--- src/rtl/cfo_emulator_sequencer.sv ---
// Sequencer for the CFO emulator switch: timed Heartbeat markers with incrementing
// event window tags, each optionally followed by a DataReq.
module cfo_emulator_sequencer #(
    parameter int unsigned  PERIOD_W = 16,
    parameter int unsigned  CNT_W    = 32,
    localparam int unsigned TAG_W    = 48,
    localparam int unsigned MODE_W   = 32,
    localparam int unsigned TYPE_W   = 4
) (
    input  logic                clk,
    input  logic                reset_n,
    input  logic                emul_enable_req,
    input  logic                emul_start,
    input  logic                emul_stop,
    input  logic [PERIOD_W-1:0] ewt_period,
    input  logic [CNT_W-1:0]    num_ewt,
    input  logic [TAG_W-1:0]    start_ewt,
    input  logic [MODE_W-1:0]   event_mode,
    input  logic                datareq_en,
    input  logic [PERIOD_W-1:0] datareq_delay,
    input  logic                marker_ack,
    output logic                cfo_emul_en,
    output logic                cfo_emul_MARKER_SEL,
    output logic [TYPE_W-1:0]   cfo_emul_PACKET_TYPE,
    output logic [MODE_W-1:0]   cfo_emul_EVENT_MODE,
    output logic [TAG_W-1:0]    cfo_emul_EVENT_WINDOW_TAG,
    output logic                busy,
    output logic [CNT_W-1:0]    ewt_sent_count,
    output logic                overrun
);

    typedef enum logic [2:0] {
        S_IDLE      = 3'd0,
        S_WAIT_TICK = 3'd1,
        S_SEND_HB   = 3'd2,
        S_WAIT_DR   = 3'd3,
        S_SEND_DR   = 3'd4
    } state_e;

    state_e state_q, state_d;

    logic                en_q, en_d;
    logic                sel_q, sel_d;
    logic [TYPE_W-1:0]   type_q, type_d;
    logic [MODE_W-1:0]   mode_q, mode_d;
    logic [TAG_W-1:0]    tag_q, tag_d;
    logic                busy_q, busy_d;
    logic [CNT_W-1:0]    count_q, count_d;
    logic                overrun_q, overrun_d;
    logic                pending_q, pending_d;
    logic                stop_pending_q, stop_pending_d;
    logic [PERIOD_W-1:0] timer_q, timer_d;
    logic [PERIOD_W-1:0] dly_q, dly_d;

    logic                start_c;
    logic                stop_req_c;
    logic                stop_now_c;
    logic                ack_c;
    logic                tick_c;
    logic                last_c;
    logic [PERIOD_W-1:0] reload_c;
    logic [CNT_W-1:0]    count_inc_c;

    assign start_c     = (state_q == S_IDLE) && emul_start && emul_enable_req;
    assign stop_req_c  = emul_stop || !emul_enable_req;
    assign stop_now_c  = stop_pending_q || stop_req_c;
    assign ack_c       = marker_ack && sel_q;
    assign tick_c      = (state_q != S_IDLE) && (timer_q == '0);
    assign reload_c    = (ewt_period == '0) ? '0 : ewt_period - PERIOD_W'(1);
    assign count_inc_c = count_q + CNT_W'(1);
    assign last_c      = (num_ewt != '0) && (count_inc_c == num_ewt);

    always_ff @(posedge clk or negedge reset_n) begin
        if (!reset_n) begin
            state_q <= S_IDLE;
        end else begin
            state_q <= state_d;
        end
    end

    // Next-state: stop is honoured immediately while waiting, only after ack while sending.
    always_comb begin
        state_d = state_q;
        unique case (state_q)
            S_IDLE: begin
                if (start_c) state_d = S_WAIT_TICK;
            end
            S_WAIT_TICK: begin
                if (stop_now_c)                state_d = S_IDLE;
                else if (pending_q || tick_c)  state_d = S_SEND_HB;
            end
            S_SEND_HB: begin
                if (ack_c) begin
                    if (datareq_en)                state_d = S_WAIT_DR;
                    else if (last_c || stop_now_c) state_d = S_IDLE;
                    else                           state_d = S_WAIT_TICK;
                end
            end
            S_WAIT_DR: begin
                if (stop_now_c)                    state_d = S_IDLE;
                else if (dly_q <= PERIOD_W'(1))    state_d = S_SEND_DR;
            end
            S_SEND_DR: begin
                if (ack_c) begin
                    if (last_c || stop_now_c) state_d = S_IDLE;
                    else                      state_d = S_WAIT_TICK;
                end
            end
            default: state_d = S_IDLE;
        endcase
    end

    always_comb begin
        en_d           = en_q;
        type_d         = type_q;
        mode_d         = mode_q;
        tag_d          = tag_q;
        count_d        = count_q;
        overrun_d      = overrun_q;
        pending_d      = pending_q;
        stop_pending_d = stop_pending_q;
        timer_d        = timer_q;
        dly_d          = dly_q;
        sel_d          = (state_d == S_SEND_HB) || (state_d == S_SEND_DR);
        busy_d         = (state_d != S_IDLE);

        if (start_c) begin
            en_d           = 1'b1;
            tag_d          = start_ewt;
            count_d        = '0;
            overrun_d      = 1'b0;
            timer_d        = reload_c;
            pending_d      = 1'b0;
            stop_pending_d = 1'b0;
        end

        // One-deep tick queue: a second tick while one is pending is dropped and flagged.
        if (state_q != S_IDLE) begin
            timer_d = tick_c ? reload_c : timer_q - PERIOD_W'(1);
            if (stop_req_c) stop_pending_d = 1'b1;
            if ((state_q == S_WAIT_TICK) && !stop_now_c && (pending_q || tick_c)) begin
                pending_d = pending_q && tick_c;
            end else if (tick_c) begin
                if (pending_q) overrun_d = 1'b1;
                else           pending_d = 1'b1;
            end
        end

        if (((state_q == S_SEND_HB) && ack_c && !datareq_en) ||
            ((state_q == S_SEND_DR) && ack_c)) begin
            tag_d   = tag_q + TAG_W'(1);
            count_d = count_inc_c;
        end

        if ((state_q == S_SEND_HB) && ack_c) begin
            dly_d = datareq_delay;
        end else if ((state_q == S_WAIT_DR) && (dly_q != '0)) begin
            dly_d = dly_q - PERIOD_W'(1);
        end

        if ((state_d == S_SEND_HB) && (state_q != S_SEND_HB)) begin
            type_d = TYPE_W'(1);
            mode_d = event_mode;
        end
        if ((state_d == S_SEND_DR) && (state_q != S_SEND_DR)) begin
            type_d = TYPE_W'(2);
        end

        if ((state_q != S_IDLE) && (state_d == S_IDLE)) begin
            en_d           = 1'b0;
            pending_d      = 1'b0;
            stop_pending_d = 1'b0;
        end
    end

    always_ff @(posedge clk or negedge reset_n) begin
        if (!reset_n) begin
            en_q           <= 1'b0;
            sel_q          <= 1'b0;
            type_q         <= '0;
            mode_q         <= '0;
            tag_q          <= '0;
            busy_q         <= 1'b0;
            count_q        <= '0;
            overrun_q      <= 1'b0;
            pending_q      <= 1'b0;
            stop_pending_q <= 1'b0;
            timer_q        <= '0;
            dly_q          <= '0;
        end else begin
            en_q           <= en_d;
            sel_q          <= sel_d;
            type_q         <= type_d;
            mode_q         <= mode_d;
            tag_q          <= tag_d;
            busy_q         <= busy_d;
            count_q        <= count_d;
            overrun_q      <= overrun_d;
            pending_q      <= pending_d;
            stop_pending_q <= stop_pending_d;
            timer_q        <= timer_d;
            dly_q          <= dly_d;
        end
    end

    assign cfo_emul_en               = en_q;
    assign cfo_emul_MARKER_SEL       = sel_q;
    assign cfo_emul_PACKET_TYPE      = type_q;
    assign cfo_emul_EVENT_MODE       = mode_q;
    assign cfo_emul_EVENT_WINDOW_TAG = tag_q;
    assign busy                      = busy_q;
    assign ewt_sent_count            = count_q;
    assign overrun                   = overrun_q;

endmodule

--- config.mk ---
export PLATFORM = sky130hd
export DESIGN_NAME = cfo_emulator_sequencer
export DESIGN_NICKNAME = d
export VERILOG_FILES = /design/src/rtl/cfo_emulator_sequencer.sv
export SDC_FILE = /design/constraint.sdc
export NUM_CORES = 1
export LEC_CHECK = 0
export BUFFER_PORTS_ARGS = -buffer_cell sky130_fd_sc_hd__buf_2
export CAP_MARGIN = 20
export CORE_AREA = 4 4 139 240
export CTS_CLUSTER_DIAMETER = 200
export CTS_CLUSTER_SIZE = 40
export DETAILED_ROUTE_END_ITERATION = 8
export DIE_AREA = 0 0 143 244
export PLACE_DENSITY_LB_ADDON = 0.15
export SYNTH_ARGS = -nofsm -noshare
export SYNTH_HDL_FRONTEND = slang
export SYNTH_SLANG_ARGS = --single-unit
export TNS_END_PERCENT = 50
--- constraint.sdc ---
create_clock -name clk -period 3.9 [get_ports clk]
set_clock_uncertainty 0.05 [all_clocks]
set_input_delay 0.585 -clock clk [delete_from_list [all_inputs] [get_ports clk]]
set_output_delay 0.585 -clock clk [all_outputs]
set_load 0.02 [all_outputs]
==> results.toml, run 1 <==
[pwr]
cellPowerDensity_nw_per_um2 = 383
p_leak_nw = 5.15
vdd_ir_drop_max_mv = 0.314

[clocking]
cts_resized = 0
cts_buffer_depth = 2
cts_tree = "built"
clk_pin_slew_ps = 70
htreeDepth = 4
clk_latency_ps = 450
hold_buffers = 0
cts_sinks = 155
cts_inserted_buffers = 17
cts_root_buf = "clkbuf_16"
cts_setup_buffers = 0

[final_layout]
multiInputGateArea_sq_um = 5130
instances_no_fill = 1754
fill_cells = 3305
drive_gt1_frac = 0.285
final_nets = 1497
register_area_sq_um = 3880
area_growth_pct = 26.8
final_area_sq_um = 11800
final_core_util = 0.374

[routing]
firstDrtPassIters = 5
drt.antenna.violating_nets = 0
drt_iter0_drc = 501
via_count = 9197
wire_per_inst_microns = 19.7
drc = 0
routed_wl_mm = 34.6
viasPerCell = 5.24

[worst_setup_path]
critPathCaptureType = "flop"
slowest_stage = "or4_4"
path_cells = "ha_1, nand2_1, nor4_2, buf_4, nand3_1, a2111oi_0, nand4_1, or4_4, o21ai_4, and3b_1"
critical_path_class = "reg2reg"
reg2reg_setup_slack_ps = 700
cp_data_required_time_ps = 4230
path_buf_inv = 1
path_max_fanout = 7
startpoint_type = "flop"
slowest_delay_ps = 550
arrival_ps = 3540
crit_family = "simple AND/OR/NAND/NOR gates"

[logic_synthesis]
yosys.area.top_type = "dfrtp_1"
synth_area_per_cell_sq_um = 8.56
ys_types = 71
synth_area_leaders = "dfrtp_1 42%, o21ai_0 5.3%, nand2_1 5.3%"
synthTopCellsByCount = "155 x dfrtp_1, 131 x nand2_1, 121 x nor2_1, 99 x o21ai_0, 52 x xnor2_1"
synth_most_common_cell = "dfrtp_1"
synth-edff-count = 0
yosysWarnings = 0
synth_flop_cell = "dfrtp_1"
yosysTopAreaCellShare = 0.417
syn_area_sq_um = 9300
ys_ff_latch = 155
synth-seq-area-share = 0.417
synthArstFlopShare = 1.00
synthCells = 1086

[run]
cap_violations = 0

[die]
coreArea_sq_um = 31500
start_util = 0.295
die-area_sq_um = 34900
die_y_microns = 244
num_rows = 86
io_pins = 271
die_x_microns = 143

[global_route]
grt_pass1_wl_mm = 53.6
grt_usage = 0.197
grt_max_degree = 72
grt_pass1_vias = 9547
antenna_found_initial = 5
overflow = 0

[sta]
final.setup.tns_ps = 0
hold_violations = 0
post-route-period-util = 0.821
setup_viol = 0
rsz0062_at_grt = "no"
slew_headroom = 0.365
tightest_slew_ps = 951
fin_crit_ps = 3200
fmax_ghz = 0.312
final_max_slew_viol_count = 0

[place]
placedCellCount = 1717
io_buffers = 268
place_area_sq_um = 11100
hpwl_mm = 26.4
routabilityCongestion = 0.884

[hold_path]
hold_class = "in2async"

[run_status]
status = "completed"
-- area by class of cell --
type,count,area share
multi-input combinational,855,0.435
sequential,155,0.329
timing repair buffer,294,0.133
tap,396,0.0420
clock buffer,19,0.0384
clock inverter,13,0.0159
inverter,17,0.00541
antenna,5,0.00106
-- worst register-to-register path, stage by stage (launching register included) --
cell       delay [ps]
dfrtp_1           450
ha_1              350
nand2_1           160
nor4_2            270
buf_4             170
nand3_1           160
a2111oi_0         450
nand4_1           150
or4_4             550
o21ai_4           210
and3b_1           180
-- flip-flops by register name (all words and copies together), names as in the netlist --
register / count
cfo_emul_MARKER_SEL: 1
busy: 1
cfo_emul_EVENT_MODE: 32
overrun: 1
pending_q: 1
state_q: 3
timer_q: 16
ewt_sent_count: 32
cfo_emul_en: 1
cfo_emul_PACKET_TYPE: 2
cfo_emul_EVENT_WINDOW_TAG: 48
dly_q: 16
stop_pending_q: 1
-- final timing paths --
path | endpoint | from | cells after the start
min reg2reg | timer_q[15] | timer_q[15] | 1
max | cfo_emul_MARKER_SEL | ewt_sent_count[0] | 10
min in group clk | dly_q[10] | datareq_delay[10] | 3
min | cfo_emul_EVENT_MODE[28] | reset_n | 1
max reg2reg | cfo_emul_MARKER_SEL | ewt_sent_count[0] | 10
max in group asynchronous | ewt_sent_count[13] | reset_n | 2
-- layer usage --
layer / global-route usage / vias to the layer above / share of wire
met5: 0 / - / 0.00098
met4: 0.0842 / 6 / 0.036
met3: 0.0430 / 59 / 0.056
met2: 0.369 / 263 / 0.54
met1: 0.207 / 4417 / 0.37
li1: - / 4452 / -
-- logic make-up (layout without fill, tap and decap cells) --
kind of cell             after synthesis  count (layout)  share of synthesized area
multiplexers                          37              37                     0.0444
AO/OA/AOI/OAI                        252             252                      0.168
other                                  1               7                   0.000403
buffers and inverters                 77             343                     0.0342
AND/OR/NAND/NOR                      482             482                      0.256
XOR/XNOR                              75              75                     0.0706
adder cells (fa/ha/maj)                7               7                    0.00915
flip-flops                           155             155                      0.417
-- metrics by stage --
step           setup WS [ps]  power (W)  hold slack, ps
2_1_floorplan            802    0.00233             239
3_3_place_gp             670    0.00271             433
3_5_place_dp             658    0.00271             427
4_1_cts                  708    0.00460             120
5_1_grt                  507    0.00475             167
6_report                 697    0.00452             109
-- power breakdown --
| group | switching, W | internal, W |
|---|---|---|
| Clock | 0.000737 | 0.00111 |
| Combinational | 0.000484 | 0.000292 |
| Sequential | 0.000156 | 0.00174 |
-- layout by cell type, fill, tap and decap left out, types with 23 or more instances in the layout --
cell	synthesis	final
mux2_2	34	34
nand3_1	49	48
dfrtp_1	155	155
o21ai_0	99	99
nor4_1	29	29
nand2_1	131	131
buf_4	3	24
buf_2	13	267
nor2_1	121	119
xor2_1	23	23
nand4_1	25	25
nor3_1	45	45
a21oi_1	47	47
xnor2_1	52	52
(Power assumes the default switching activity.)
==> run 2: changes to the inputs <==
- clock period: 3.9 -> 2.7 ns (I/O delays scaled with it)
==> run 2 against run 1 <==
The flow now finishes with violations (negative setup slack). Largest cell class unchanged. Worst hold slack better by 1.4 ps. Die area is the same. Sequential share of layout area fell by 2.5 points. Critical path depth fell by 1. Utilization increased by 3.3 points.
==> results.toml, run 2 (synthesis gave the netlist of run 1 again) <==
[routing]
routed_wl_mm = 35.9
wire_per_inst_microns = 19.2
drt_iter0_drc = 468
firstDrtPassIters = 5
drc = 0
via_count = 9692
drt.antenna.violating_nets = 0
viasPerCell = 5.20

[clocking]
cts_inserted_buffers = 17
cts_root_buf = "clkbuf_16"
clk_pin_slew_ps = 70
cts_buffer_depth = 2
clk_latency_ps = 440
cts_sinks = 155
cts_tree = "built"
htreeDepth = 4

[final_layout]
final_nets = 1607
final_area_sq_um = 12800
instances_no_fill = 1863
fill_cells = 3262
area_growth_pct = 37.9
layout_commonest_cell = "buf_2"
largest_reg_flops = 48
final_cell_mix = "267 x buf_2, 135 x dfrtp_1, 130 x nand2_1, 130 x buf_4, 118 x nor2_1"
drive_gt1_frac = 0.363

[global_route]
antenna_found_initial = 4
grt_pass1_wl_mm = 55.2
grt_usage = 0.204
grt_max_degree = 68
overflow = 0
grt_pass1_vias = 9986

[pwr]
power_w = 0.00647
p_leak_nw = 5.76
cell_internal_pwr_w = 0.00447
vdd_ir_drop_max_mv = 0.399
power_switching_w = 0.00201
cellPowerDensity_nw_per_um2 = 505
swShare = 0.310
clkPwrFrac = 0.393
pwr-share-seq = 0.420
pwr-share-comb = 0.187

[worst_setup_path]
arrival_ps = 3080
path_buf_inv = 2
cp_data_required_time_ps = 3030
slowest_delay_ps = 590
crit_family = "simple AND/OR/NAND/NOR gates"
slowest_stage = "or4_4"
startpoint_type = "flop"
path_max_fanout = 6
crit_top_cell = "buf_4"
critical_path_class = "reg2reg"
path_cells = "buf_4, nand3_2, buf_4, a222oi_1, nor4bb_2, nand4_1, or4_4, o21ai_4, and3b_1"
critPathCaptureType = "flop"

[die]
io_pins = 271
die_x_microns = 143
start_util = 0.295
num_rows = 86
die_y_microns = 244
die-area_sq_um = 34900
coreArea_sq_um = 31500

[run_status]
status = "finished, violations left"
violations = "negative setup slack"

[sta]
final.setup.tns_ps = -157
rsz0062_at_grt = "yes"
setup_viol = 6
slew_headroom = 0.523
tightest_slew_ps = 715
final_max_slew_viol_count = 0
fin_crit_ps = 2750
fmax_ghz = 0.363
post-route-period-util = 1.02
hold_violations = 0
final.setup.worst_slack_ps = -53.8

[place]
place_ws_ps = -239
placedCellCount = 1820
routabilityCongestion = 0.884
hpwl_mm = 27.8
io_buffers = 268
place_area_sq_um = 12000

[hold_path]
hold_class = "in2reg"

[run]
cap_violations = 0
==> run 2: through the flow <==
stage | hold WS [ps] | utilization
5_1_grt | 104 | 0.407
6_report | 111 | 0.407
3_3_place_gp | 401 | 0.382
4_1_cts | 82.0 | 0.402
3_5_place_dp | 403 | 0.382
2_1_floorplan | 59.4 | -
==> run 2: power by group through the flow <==
stage	Combinational, W	Sequential [W]	Clock (W)
final	0.00121	0.00272	0.00255
after global routing	0.00134	0.00275	0.00271
after CTS	0.00121	0.00271	0.00263
after detailed placement	0.00120	0.00276	0
after global placement	0.00119	0.00276	0
after floorplan	0.000483	0.00288	0
==> run 2: worst reg2reg max path, stage by stage, from the launching register on <==
cell	delay, ps
dfrtp_2	390
buf_4	150
nand3_2	90
buf_4	180
a222oi_1	290
nor4bb_2	390
nand4_1	130
or4_4	590
o21ai_4	250
and3b_1	180
==> run 2: layout make-up <==
type | count | area (sq um) | share of cell area
clock inverter | 12 | 164 | 0.0128
sequential | 155 | 3900 | 0.304
clock buffer | 19 | 443 | 0.0345
timing repair buffer | 404 | 2430 | 0.190
tap | 396 | 495 | 0.0386
inverter | 17 | 63.8 | 0.00498
antenna | 5 | 12.5 | 0.000976
multi-input combinational | 855 | 5310 | 0.414
==> run 2: layer usage <==
layer,global-route usage,share of wire,up-vias
met1,0.220,0.37,4665
met2,0.381,0.54,274
met3,0.0282,0.044,60
li1,-,-,4693
met4,0.0988,0.038,0
met5,0,0,-
==> run 2: worst paths after layout <==
| kind | start | end | slack (ps) | cells past startpoint |
|---|---|---|---|---|
| setup / recovery | ewt_sent_count[0] | cfo_emul_MARKER_SEL | -50 | 9 |
| hold / removal | start_ewt[4] | cfo_emul_EVENT_WINDOW_TAG[4] | 110 | 3 |
| setup reg to reg | ewt_sent_count[0] | cfo_emul_MARKER_SEL | -50 | 9 |
| hold reg to reg | overrun | overrun | 410 | 2 |
| max in group asynchronous | reset_n | overrun | 1350 | 3 |
| min in group asynchronous | reset_n | timer_q[1] | 470 | 2 |
==> run 2: what timing repair did <==
item                                    CTS  global route
hold endpoints to repair                 62             0
endpoints found under the setup margin   12            14
resized for setup                         7            13
pin swaps                                 2             6
setup buffers                             1             5
hold buffers                              1             0
